==> src/rtl/timing_control_gen.sv <==
// rtl/timing_control_gen.sv - carrier-derived tick/second/frame timing with phase lock (optional watchdog: TIMING_CTRL_WATCHDOG_EN)
module timing_control_gen #(
    parameter int DIV_W         = 9,
    parameter int TICKS_PER_SEC = 250,
    parameter int FRAME_SEC     = 16,
    parameter int ADDR_W        = 12,
    parameter int LOCK_COUNT    = 4,
    parameter int WD_LIMIT      = 1250000
) (
    input  logic              clk,
    input  logic              rst,
    input  logic              carrier_pulse,
    input  logic [DIV_W-1:0]  carrier_div,
    input  logic [7:0]        marker_phase,
    input  logic              phase_valid,
    output logic [DIV_W-1:0]  carrier_counter,
    output logic [7:0]        tick_counter,
    output logic [ADDR_W-1:0] address_counter,
    output logic              tick_pulse,
    output logic [3:0]        write_second_bram,
    output logic              one_sec_marker,
    output logic              frame_start,
    output logic              locked,
    output logic              carrier_lost
);
    localparam int FRAME_TICKS = TICKS_PER_SEC * FRAME_SEC;

    typedef enum logic [1:0] {HUNT, QUAL, LOCKED} state_t;

    state_t            state_q;
    logic [DIV_W-1:0]  carrier_q;
    logic [7:0]        tick_q;
    logic [7:0]        tick_d;
    logic [ADDR_W-1:0] addr_q;
    logic [ADDR_W-1:0] addr_d;
    logic [7:0]        phase_q;
    logic [3:0]        match_q;
    logic              tick_pulse_q;
    logic              one_sec_q;
    logic              frame_start_q;
    logic              carrier_wrap;
    logic              tick_event;
    logic              addr_wrap;
    logic              phase_ok;
    logic              phase_match;
    logic              fsm_hunt;

    // Divisors of 0 or 1 both mean "every carrier pulse is a tick".
    assign carrier_wrap = (carrier_div <= DIV_W'(1)) ||
                          (carrier_q >= carrier_div - DIV_W'(1));
    assign tick_event   = carrier_pulse && carrier_wrap;
    assign addr_wrap    = (addr_q == ADDR_W'(FRAME_TICKS - 1));
    assign addr_d       = addr_wrap ? '0 : addr_q + ADDR_W'(1);
    assign tick_d       = (addr_wrap || tick_q == 8'(TICKS_PER_SEC - 1)) ? 8'd0 : tick_q + 8'd1;
    assign phase_ok     = phase_valid && ({1'b0, marker_phase} < 9'(TICKS_PER_SEC));
    assign phase_match  = (marker_phase == phase_q);

`ifdef TIMING_CTRL_WATCHDOG_EN
    localparam int WD_W = $clog2(WD_LIMIT + 1);

    logic [WD_W-1:0] wd_q;
    logic            lost_q;
    logic            wd_trip;

    assign wd_trip = !carrier_pulse && !lost_q && (wd_q == WD_W'(WD_LIMIT - 1));

    always_ff @(posedge clk or posedge rst) begin
        if (rst) begin
            wd_q   <= '0;
            lost_q <= 1'b0;
        end else if (carrier_pulse) begin
            wd_q   <= '0;
            lost_q <= 1'b0;
        end else if (!lost_q) begin
            wd_q <= wd_q + WD_W'(1);
            if (wd_trip) begin
                lost_q <= 1'b1;
            end
        end
    end

    assign fsm_hunt     = wd_trip || lost_q;
    assign carrier_lost = lost_q;
`else
    logic unused_wd_limit;
    assign unused_wd_limit = (WD_LIMIT > 0);
    assign fsm_hunt        = 1'b0;
    assign carrier_lost    = 1'b0;
`endif

    always_ff @(posedge clk or posedge rst) begin
        if (rst) begin
            state_q       <= HUNT;
            carrier_q     <= '0;
            tick_q        <= '0;
            addr_q        <= '0;
            phase_q       <= '0;
            match_q       <= '0;
            tick_pulse_q  <= 1'b0;
            one_sec_q     <= 1'b0;
            frame_start_q <= 1'b0;
        end else begin
            if (carrier_pulse) begin
                carrier_q <= carrier_wrap ? '0 : carrier_q + DIV_W'(1);
            end
            if (tick_event) begin
                tick_q <= tick_d;
                addr_q <= addr_d;
            end
            tick_pulse_q  <= tick_event;
            frame_start_q <= tick_event && addr_wrap;
            // Uses the pre-update state/phase, so a coincident report cannot steer this marker.
            one_sec_q     <= tick_event && (state_q == LOCKED) && (tick_d == phase_q);

            if (fsm_hunt) begin
                state_q <= HUNT;
                match_q <= '0;
            end else if (phase_ok) begin
                case (state_q)
                    HUNT: begin
                        phase_q <= marker_phase;
                        match_q <= 4'd1;
                        state_q <= QUAL;
                    end
                    QUAL: begin
                        if (phase_match) begin
                            match_q <= match_q + 4'd1;
                            if (match_q + 4'd1 == 4'(LOCK_COUNT)) begin
                                state_q <= LOCKED;
                            end
                        end else begin
                            phase_q <= marker_phase;
                            match_q <= 4'd1;
                        end
                    end
                    LOCKED: begin
                        if (!phase_match) begin
                            phase_q <= marker_phase;
                            match_q <= 4'd1;
                            state_q <= QUAL;
                        end
                    end
                    default: begin
                        state_q <= HUNT;
                        match_q <= '0;
                    end
                endcase
            end
        end
    end

    assign carrier_counter   = carrier_q;
    assign tick_counter      = tick_q;
    assign address_counter   = addr_q;
    assign tick_pulse        = tick_pulse_q;
    assign write_second_bram = {4{tick_pulse_q}};
    assign one_sec_marker    = one_sec_q;
    assign frame_start       = frame_start_q;
    assign locked            = (state_q == LOCKED);
endmodule

==> config.mk <==
export PLATFORM = sky130hd
export DESIGN_NAME = timing_control_gen
export DESIGN_NICKNAME = d
export VERILOG_FILES = /design/src/rtl/timing_control_gen.sv
export SDC_FILE = /design/constraint.sdc
export NUM_CORES = 1
export LEC_CHECK = 0
export CAP_MARGIN = 20
export CORE_ASPECT_RATIO = 1.25
export CORE_MARGIN = 8
export CORE_UTILIZATION = 50
export DETAILED_ROUTE_END_ITERATION = 12
export PLACE_DENSITY_LB_ADDON = 0.1
export SYNTH_ARGS = -nofsm -noshare
export SYNTH_HDL_FRONTEND = slang
export SYNTH_SLANG_ARGS = --single-unit
==> constraint.sdc <==
create_clock -name clk -period 4.8 [get_ports clk]
set_clock_uncertainty 0.05 [all_clocks]
set_input_delay 0.96 -clock clk [delete_from_list [all_inputs] [get_ports clk]]
set_output_delay 0.96 -clock clk [all_outputs]
set_load 0.01 [all_outputs]
==> reports/results.md, run 1 <==
| Item | Value |
|---|---|
| Average footprint of a synthesized cell | 9.22 sq um |
| TritonCTS clock tree | yes |
| Slowest cell on crit path | or4_4 |
| Core Box Area | 0.00605 sq mm |
| Setup repair bufs after CTS | 0 |
| MaxCap Viol Count | 0 |
| Peak supply drop | 0.239 mV |
| Ant diodes | 0 |
| Number of nets at the end of the flow | 428 |
| Number of filler cells placed in the layout | 525 |
| Most used cells in the layout excluding fill and tap cells | clkdlybuf4s50_1, dfrtp_1, nand2_1, nor2_1 |
| Average wire per standard cell | 14.9 um |
| Sequential-to-total area share from yosys stat | 37.5% |
| Chip width | 86.1 um |
| Root buffer cell | clkbuf_8 |
| Aggregate routed wire length | 7.05 mm |
| Maximum number of buffers from clock root to sink | 2 |
| Quantity of gates resized following cts | 0 |
| Die span in y | 104 um |
| Class of the most critical setup path | input pin to register |
| Portion of synthesized cell area occupied by the leading cell type | 37.5% |
| Largest fanout of any net on the critical path | 32 |
| Effective utilization at floorplan | 50.8% |
| Router iterations before antenna repair | 4 |
| Worst path cell trace | clkdlybuf4s50_1, or4_4, nor3_2, nand2_1, xor2_1, ha_1, nand2_1, nor2_1, a211oi_1, nand3_4, nand2_4, clkinv_4, and2_1, mux2_2 |
| HPWL after detailed placement | 5.28 mm |
| Setup slack, reg-to-reg | 2.16 ns |
| Highest attainable clock frequency | 243 MHz |
| Cell Rows | 32 |
| Final number of max-transition violations | 0 |
| Final hold vios | 0 |
| Post-route standard cell area excluding fillers | 0.00377 sq mm |
| Unique cell type count in the Yosys netlist | 55 |
| Pwr/cell area | 423 mW/mm^2 |
| Post-route clock period utilization | 85.8% |
| 1st-iter DRT viols | 135 |
| Most common library cell in the layout ignoring fill and taps | clkdlybuf4s50_1 |
| Class of the worst hold path | register to register |
| Top cells by area, synth | dfrtp_1, ha_1, xnor2_1, nand2_1, nor2_1 |
| Fraction of final layout cells with drive strength greater than 1 | 7.75% |
| Category of the worst setup path launch point | input pin |
| Antenna-violating nets left | 0 |
| Number of synthesized flops with an enable pin | 0 |
| Vias in the first global route | 2,555 |
| Routability congestion estimate from global placement | 0.828 |
| Number of vias in the routed layout | 2,578 |
| Finish-stage setup viols | 0 |
| Min cycle time layout | 4.12 ns |
| Pin count of the biggest net entering global routing | 47 |
| Total DRC errors in the routed layout | 0 |
| Synth Warn # | 0 |
| CTS HTree Levels | 2 |
| Total routing resource utilization after global routing | 16.0% |
| Top Ports | 59 |
| Growth of design area from synthesis to finish | 22.6% |
| Wire length of the first global-routing pass | 11.7 mm |
| Slew of the pin with the lowest slew margin | 0.733 ns |
| # port buffers | 57 |
| Number of antenna violations at the first check in global routing | 0 |
| CTS Buf Count | 5 |
| Post-Place Cell Area | 0.00366 sq mm |
| Syn nets | 375 |
| Data required time of the critical path | 4.94 ns |
| Cell Area, Synth | 0.00307 sq mm |
| Register bit count reported by yosys | 46 |
| Leak Pwr | 1.61 nW |
| Synth Instances | 333 |
| Power Total | 1.59 mW |
| Setup Total Neg Slack | 0 ns |
| Vias per cell | 5.46 |
| Clk sinks | 46 |
| Endpoint class of the critical path | register |
| Biggest area consumer among synthesized cells | dfrtp_1 |
| Clock-pin slew of the registers on the worst-case setup and hold paths | 0.09 ns |
| Run status | complete, no violations |
| Worst path most repeated cell | nand2_1 |
| Clock latency on the worst-skew pair | 0.30 ns |
| Worst slew margin relative to its limit | 50.7% |
| Die area | 0.00892 sq mm |
| Peak per-stage delay on the critical path | 0.58 ns |
| Post-CTS Hold Buffers | 0 |
| Total gr overflow | 0 |
| Unrepaired setup endpoints after global routing | no |
| Synth Flop Type | dfrtp_1 |
| Share of flip-flops with an asynchronous set or reset after synthesis | 100% |
| Arrival time at the worst endpoint | 4.26 ns |
-- flip-flops by register name (all words and copies together), names as in the netlist --
signal,cells
address_counter,12
carrier_counter,9
one_sec_marker,1
match_q,4
tick_counter,8
frame_start,1
state_q,2
tick_pulse,1
phase_q,8
-- metrics by stage --
step                      utilization (%)  cells  hold WS [ns]  setup WS [ns]
after global placement               60.6    463         0.443          0.439
after global routing                 62.3    472         0.480          0.458
after CTS                            62.0    471         0.464          0.678
after detailed placement             60.6    463         0.451          0.340
after floorplan                         -    333         0.417           1.22
final                                62.3    472         0.455          0.682
-- worst paths after layout --
path | endpoint | startpoint | cells after the start
max in group asynchronous | tick_counter[4]$_DFFE_PP0N_ | rst | 3
min in group asynchronous | carrier_counter[3]$_DFFE_PP0P_ | rst | 2
hold reg to reg | match_q[3]$_DFFE_PP0P_ | match_q[3]$_DFFE_PP0P_ | 1
hold / removal | match_q[3]$_DFFE_PP0P_ | match_q[3]$_DFFE_PP0P_ | 1
setup / recovery | tick_counter[0]$_DFFE_PP0N_ | carrier_div[2] | 14
setup reg to reg | tick_counter[0]$_DFFE_PP0N_ | carrier_counter[0]$_DFFE_PP0P_ | 11
-- final cells by class --
| class | count | area [sq um] | area share, % |
|---|---|---|---|
| multi-input combinational | 258 | 1760 | 46.8 |
| sequential | 46 | 1150 | 30.6 |
| timing repair buffer | 58 | 591 | 15.7 |
| tap | 85 | 106 | 2.82 |
| clock buffer | 6 | 72.6 | 1.93 |
| inverter | 17 | 68.8 | 1.83 |
| clock inverter | 2 | 13.8 | 0.365 |
-- worst max-delay path: cells and delay by family --
kind	cells	cell delay, ns
compound gates	1	0.32
xor+xnor	1	0.15
fa+ha+maj	1	0.29
buf+inv	2	0.68
mux	1	0.28
simple gates	8	1.58
-- power breakdown --
group	switching [mW]	internal (mW)
Sequential	0.170	0.491
Combinational	0.322	0.375
Clock	0.134	0.103
Total	0.625	0.969
-- cells by family after synthesis --
family,synth area share [%]
XOR/XNOR,7.98
buffers and inverters,5.09
adder cells (fa/ha/maj),8.55
AND/OR/NAND/NOR,20.7
AO/OA/AOI/OAI,15.7
flip-flops,37.5
other,0.122
multiplexers,4.36
-- synthesized netlist by cell type (all sizes together), types with 2 or more instances --
library cell	n
xnor2	21
a211oi	2
nand4	12
nor2	34
dfrtp	46
and2	2
nand2	37
a21boi	3
o21ai	17
a31oi	2
nor2b	2
and3	3
xor2	7
mux2	11
o31ai	5
buf	12
a21bo	2
ha	21
a211o	4
a41o	2
nand2b	4
or4	2
nor3	7
a21oi	12
nand3b	2
o22ai	2
nand3	16
o41ai	2
nor4	3
inv	16
a22o	7
-- metal layers --
metal | GRT usage, % | part of all wire [%] | vias up | wire length [um]
met3 | 3.79 | 4.8 | 9 | 336
li1 | - | - | 1286 | -
met1 | 17.6 | 41 | 1224 | 2870
met4 | 5.78 | 1.7 | 0 | 122
met2 | 28.6 | 53 | 59 | 3720
met5 | 0 | 0 | - | 0
No activity file was read; power rests on OpenSTA's default activity.
==> run 2: changes to the inputs <==
- CORE_ASPECT_RATIO: 1.25 -> default
- CORE_UTILIZATION: 50 -> 47
- HOLD_SLACK_MARGIN: default -> 0.03
- clock period: 4.8 -> 3.55 ns (I/O delays scaled with it)
==> reports/results.md, run 2 (synthesis gave the netlist of run 1 again) <==
| Item | Value | Delta |
|---|---|---|
| Run status | complete, no violations |  |
| Endpoint class of the critical path | register |  |
| Final hold vios | 0 | unchanged |
| Pwr/cell area | 581 mW/mm^2 | +37% |
| Flop pwr share | 39.7% | -1.8 points |
| Most common library cell in the layout ignoring fill and taps | clkdlybuf4s50_1 |  |
| Router iterations before antenna repair | 4 | unchanged |
| CTS Buf Count | 5 | unchanged |
| Ant diodes | 0 | unchanged |
| Arrival time at the worst endpoint | 3.53 ns | -0.73 ns |
| Cells on Worst Hold Path | 1 | unchanged |
| Finish-stage setup viols | 0 | unchanged |
| # port buffers | 57 | unchanged |
| Most used cells in the layout excluding fill and tap cells | clkdlybuf4s50_1, dfrtp_1, nand2_1, nor2_1 |  |
| Effective utilization at floorplan | 48.4% | -2.4 points |
| Slowest cell on crit path | or4_4 |  |
| Max FFs per register | 12 | unchanged |
| CTS HTree Levels | 2 | unchanged |
| Pin count of the biggest net entering global routing | 25 | -47% |
| Die area | 0.00938 sq mm | +5.1% |
| MaxCap Viol Count | 0 | unchanged |
| Power share of the combinational group | 42.8% | -0.9 points |
| Peak supply drop | 0.400 mV | +68% |
| Leak Pwr | 1.71 nW | +6.1% |
| Final number of max-transition violations | 0 | unchanged |
| RR Startpoint | carrier_counter[0]$_DFFE_PP0P_ |  |
| Worst path setup slack after routing | 0.162 ns | -0.520 ns |
| Cells on worst reg2reg path | 11 | unchanged |
| Worst setup timing slack at the placement stage | -0.177 ns | -0.517 ns |
| Clock latency on the worst-skew pair | 0.30 ns | about the same |
| Worst path cell trace | clkdlybuf4s50_1, or4_4, nor3_4, nand2_1, xor2_1, ha_1, nand2_2, nor2_1, a211oi_1, buf_4, nand3_4, nand2_4, clkinv_4, and2_2, mux2_2 |  |
| Hold path startpoint | match_q[3]$_DFFE_PP0P_ |  |
| Clock-pin slew of the registers on the worst-case setup and hold paths | 0.09 ns | about the same |
| Growth of design area from synthesis to finish | 26.4% |  |
| Root buffer cell | clkbuf_8 |  |
| Number of filler cells placed in the layout | 565 | +7.6% |
| Number of nets at the end of the flow | 441 | +3.0% |
| Total routing resource utilization after global routing | 15.3% | -0.68 points |
| Number of vias in the routed layout | 2,636 | +2.2% |
| Die span in y | 96.8 um | -6.6% |
| Bufs and invs on worst path | 3 | +1 |
| Cell depth of the worst setup path | 15 | +1 |
| Slew of the pin with the lowest slew margin | 0.673 ns | -0.0606 ns |
| Category of the worst setup path launch point | input pin |  |
| Class of the worst hold path | register to register |  |
| Internal power | 1.40 mW | +45% |
| HPWL after detailed placement | 5.30 mm | +0.36% |
| Data required time of the critical path | 3.70 ns | -1.24 ns |
| Total gr overflow | 0 | unchanged |
| Total DRC errors in the routed layout | 0 | unchanged |
| Peak per-stage delay on the critical path | 0.46 ns | -0.12 ns |
| Switch share | 37.8% | -1.4 points |
| Fraction of final layout cells with drive strength greater than 1 | 11.3% | +3.5 points |
| Antenna-violating nets left | 0 | unchanged |
| Post-route core utilization | 61.2% | -1.2 points |
| Net Switching | 0.854 mW | +37% |
| Top Ports | 59 | unchanged |
| Routability congestion estimate from global placement | 0.832 | +0.47% |
| TritonCTS clock tree | yes |  |
| Min cycle time layout | 3.39 ns |  |
| 1st-iter DRT viols | 72 | -47% |
| Maximum number of buffers from clock root to sink | 2 | unchanged |
| Highest attainable clock frequency | 295 MHz |  |
| Crit-path leading delay family | simple AND/OR/NAND/NOR gates |  |
| Worst slew margin relative to its limit | 54.8% | +4.1 points |
| Core Box Area | 0.00635 sq mm | +5.0% |
| Aggregate routed wire length | 7.05 mm | unchanged |
| Wire length of the first global-routing pass | 12.4 mm | +5.6% |
| Class of the most critical setup path | input pin to register |  |
| Vias in the first global route | 2,634 | +3.1% |
| Cell Rows | 29 | -9.4% |
| Chip width | 96.8 um | +12% |
| Vias per cell | 5.53 | +1.2% |
| Proportion of power drawn by the clock network | 17.4% | +2.6 points |
| Average wire per standard cell | 14.8 um | -1.0% |
| Clk sinks | 46 | unchanged |
| Post-route clock period utilization | 95.4% |  |
| Setup crit start | carrier_div[2] |  |
| Number of antenna violations at the first check in global routing | 0 | unchanged |
| Largest fanout of any net on the critical path | 6 | -81% |
==> run 2: per-layer routing <==
metal	share of wire [%]	vias to the layer above	wire length, um	GRT usage, %
li1	-	1317	-	-
met1	46	1253	3220	19.5
met2	48	61	3420	24.8
met3	4.9	5	342	4.05
met4	0.92	0	65	4.02
met5	0	-	0	0
==> run 2: layout make-up <==
type                            count  area, sq um  share of cell area [%]
Clock inverter                      2         37.5                   0.966
Inverter                           17         68.8                    1.77
Timing Repair Buffer               71          683                    17.6
Sequential cell                    46         1150                    29.6
Multi-Input combinational cell    258         1770                    45.7
Tap cell                           77         96.3                    2.48
Clock buffer                        6         72.6                    1.87
==> run 2: repair_timing <==
item	in CTS	in global routing
endpoints found under the setup margin	0	3
gates resized for setup	0	6
setup buffers	0	0
hold buffers	0	0
==> run 2: worst paths after layout <==
kind / slack [ns] / end
max reg2reg: 1.24 / tick_counter[0]$_DFFE_PP0N_
min in group asynchronous: 0.71 / carrier_counter[5]$_DFFE_PP0P_
min reg2reg: 0.47 / match_q[3]$_DFFE_PP0P_
max: 0.16 / tick_counter[0]$_DFFE_PP0N_
min: 0.47 / match_q[3]$_DFFE_PP0P_
max in group asynchronous: 2.05 / tick_counter[7]$_DFFE_PP0N_
==> run 2: power by group through the flow <==
stage	logic [mW]	clock network (mW)	registers [mW]
5_1_grt	1.08	0.425	0.931
6_report	0.966	0.393	0.896
4_1_cts	0.975	0.405	0.893
3_3_place_gp	0.945	0	0.898
3_5_place_dp	0.967	0	0.901
2_1_floorplan	0.614	0	0.876
==> run 2: metrics by stage <==
step / setup TNS (ns) / power (mW) / cell area [sq um] / hold slack (ns) / cells
detailed placement: -1.49 / 1.87 / 3760 / 0.452 / 469
global route: -0.00412 / 2.44 / 3880 / 0.493 / 477
CTS: 0 / 2.27 / 3870 / 0.468 / 477
floorplan: 0 / 1.49 / 3070 / 0.417 / 333
finish: 0 / 2.26 / 3880 / 0.470 / 477
global placement: -0.727 / 1.84 / 3760 / 0.444 / 469
==> run 3: changes to the inputs <==
- CTS_CLUSTER_DIAMETER: default -> 40
==> results of run 3 <==
Final layout, timing and power as in run 2 (identical DEF).
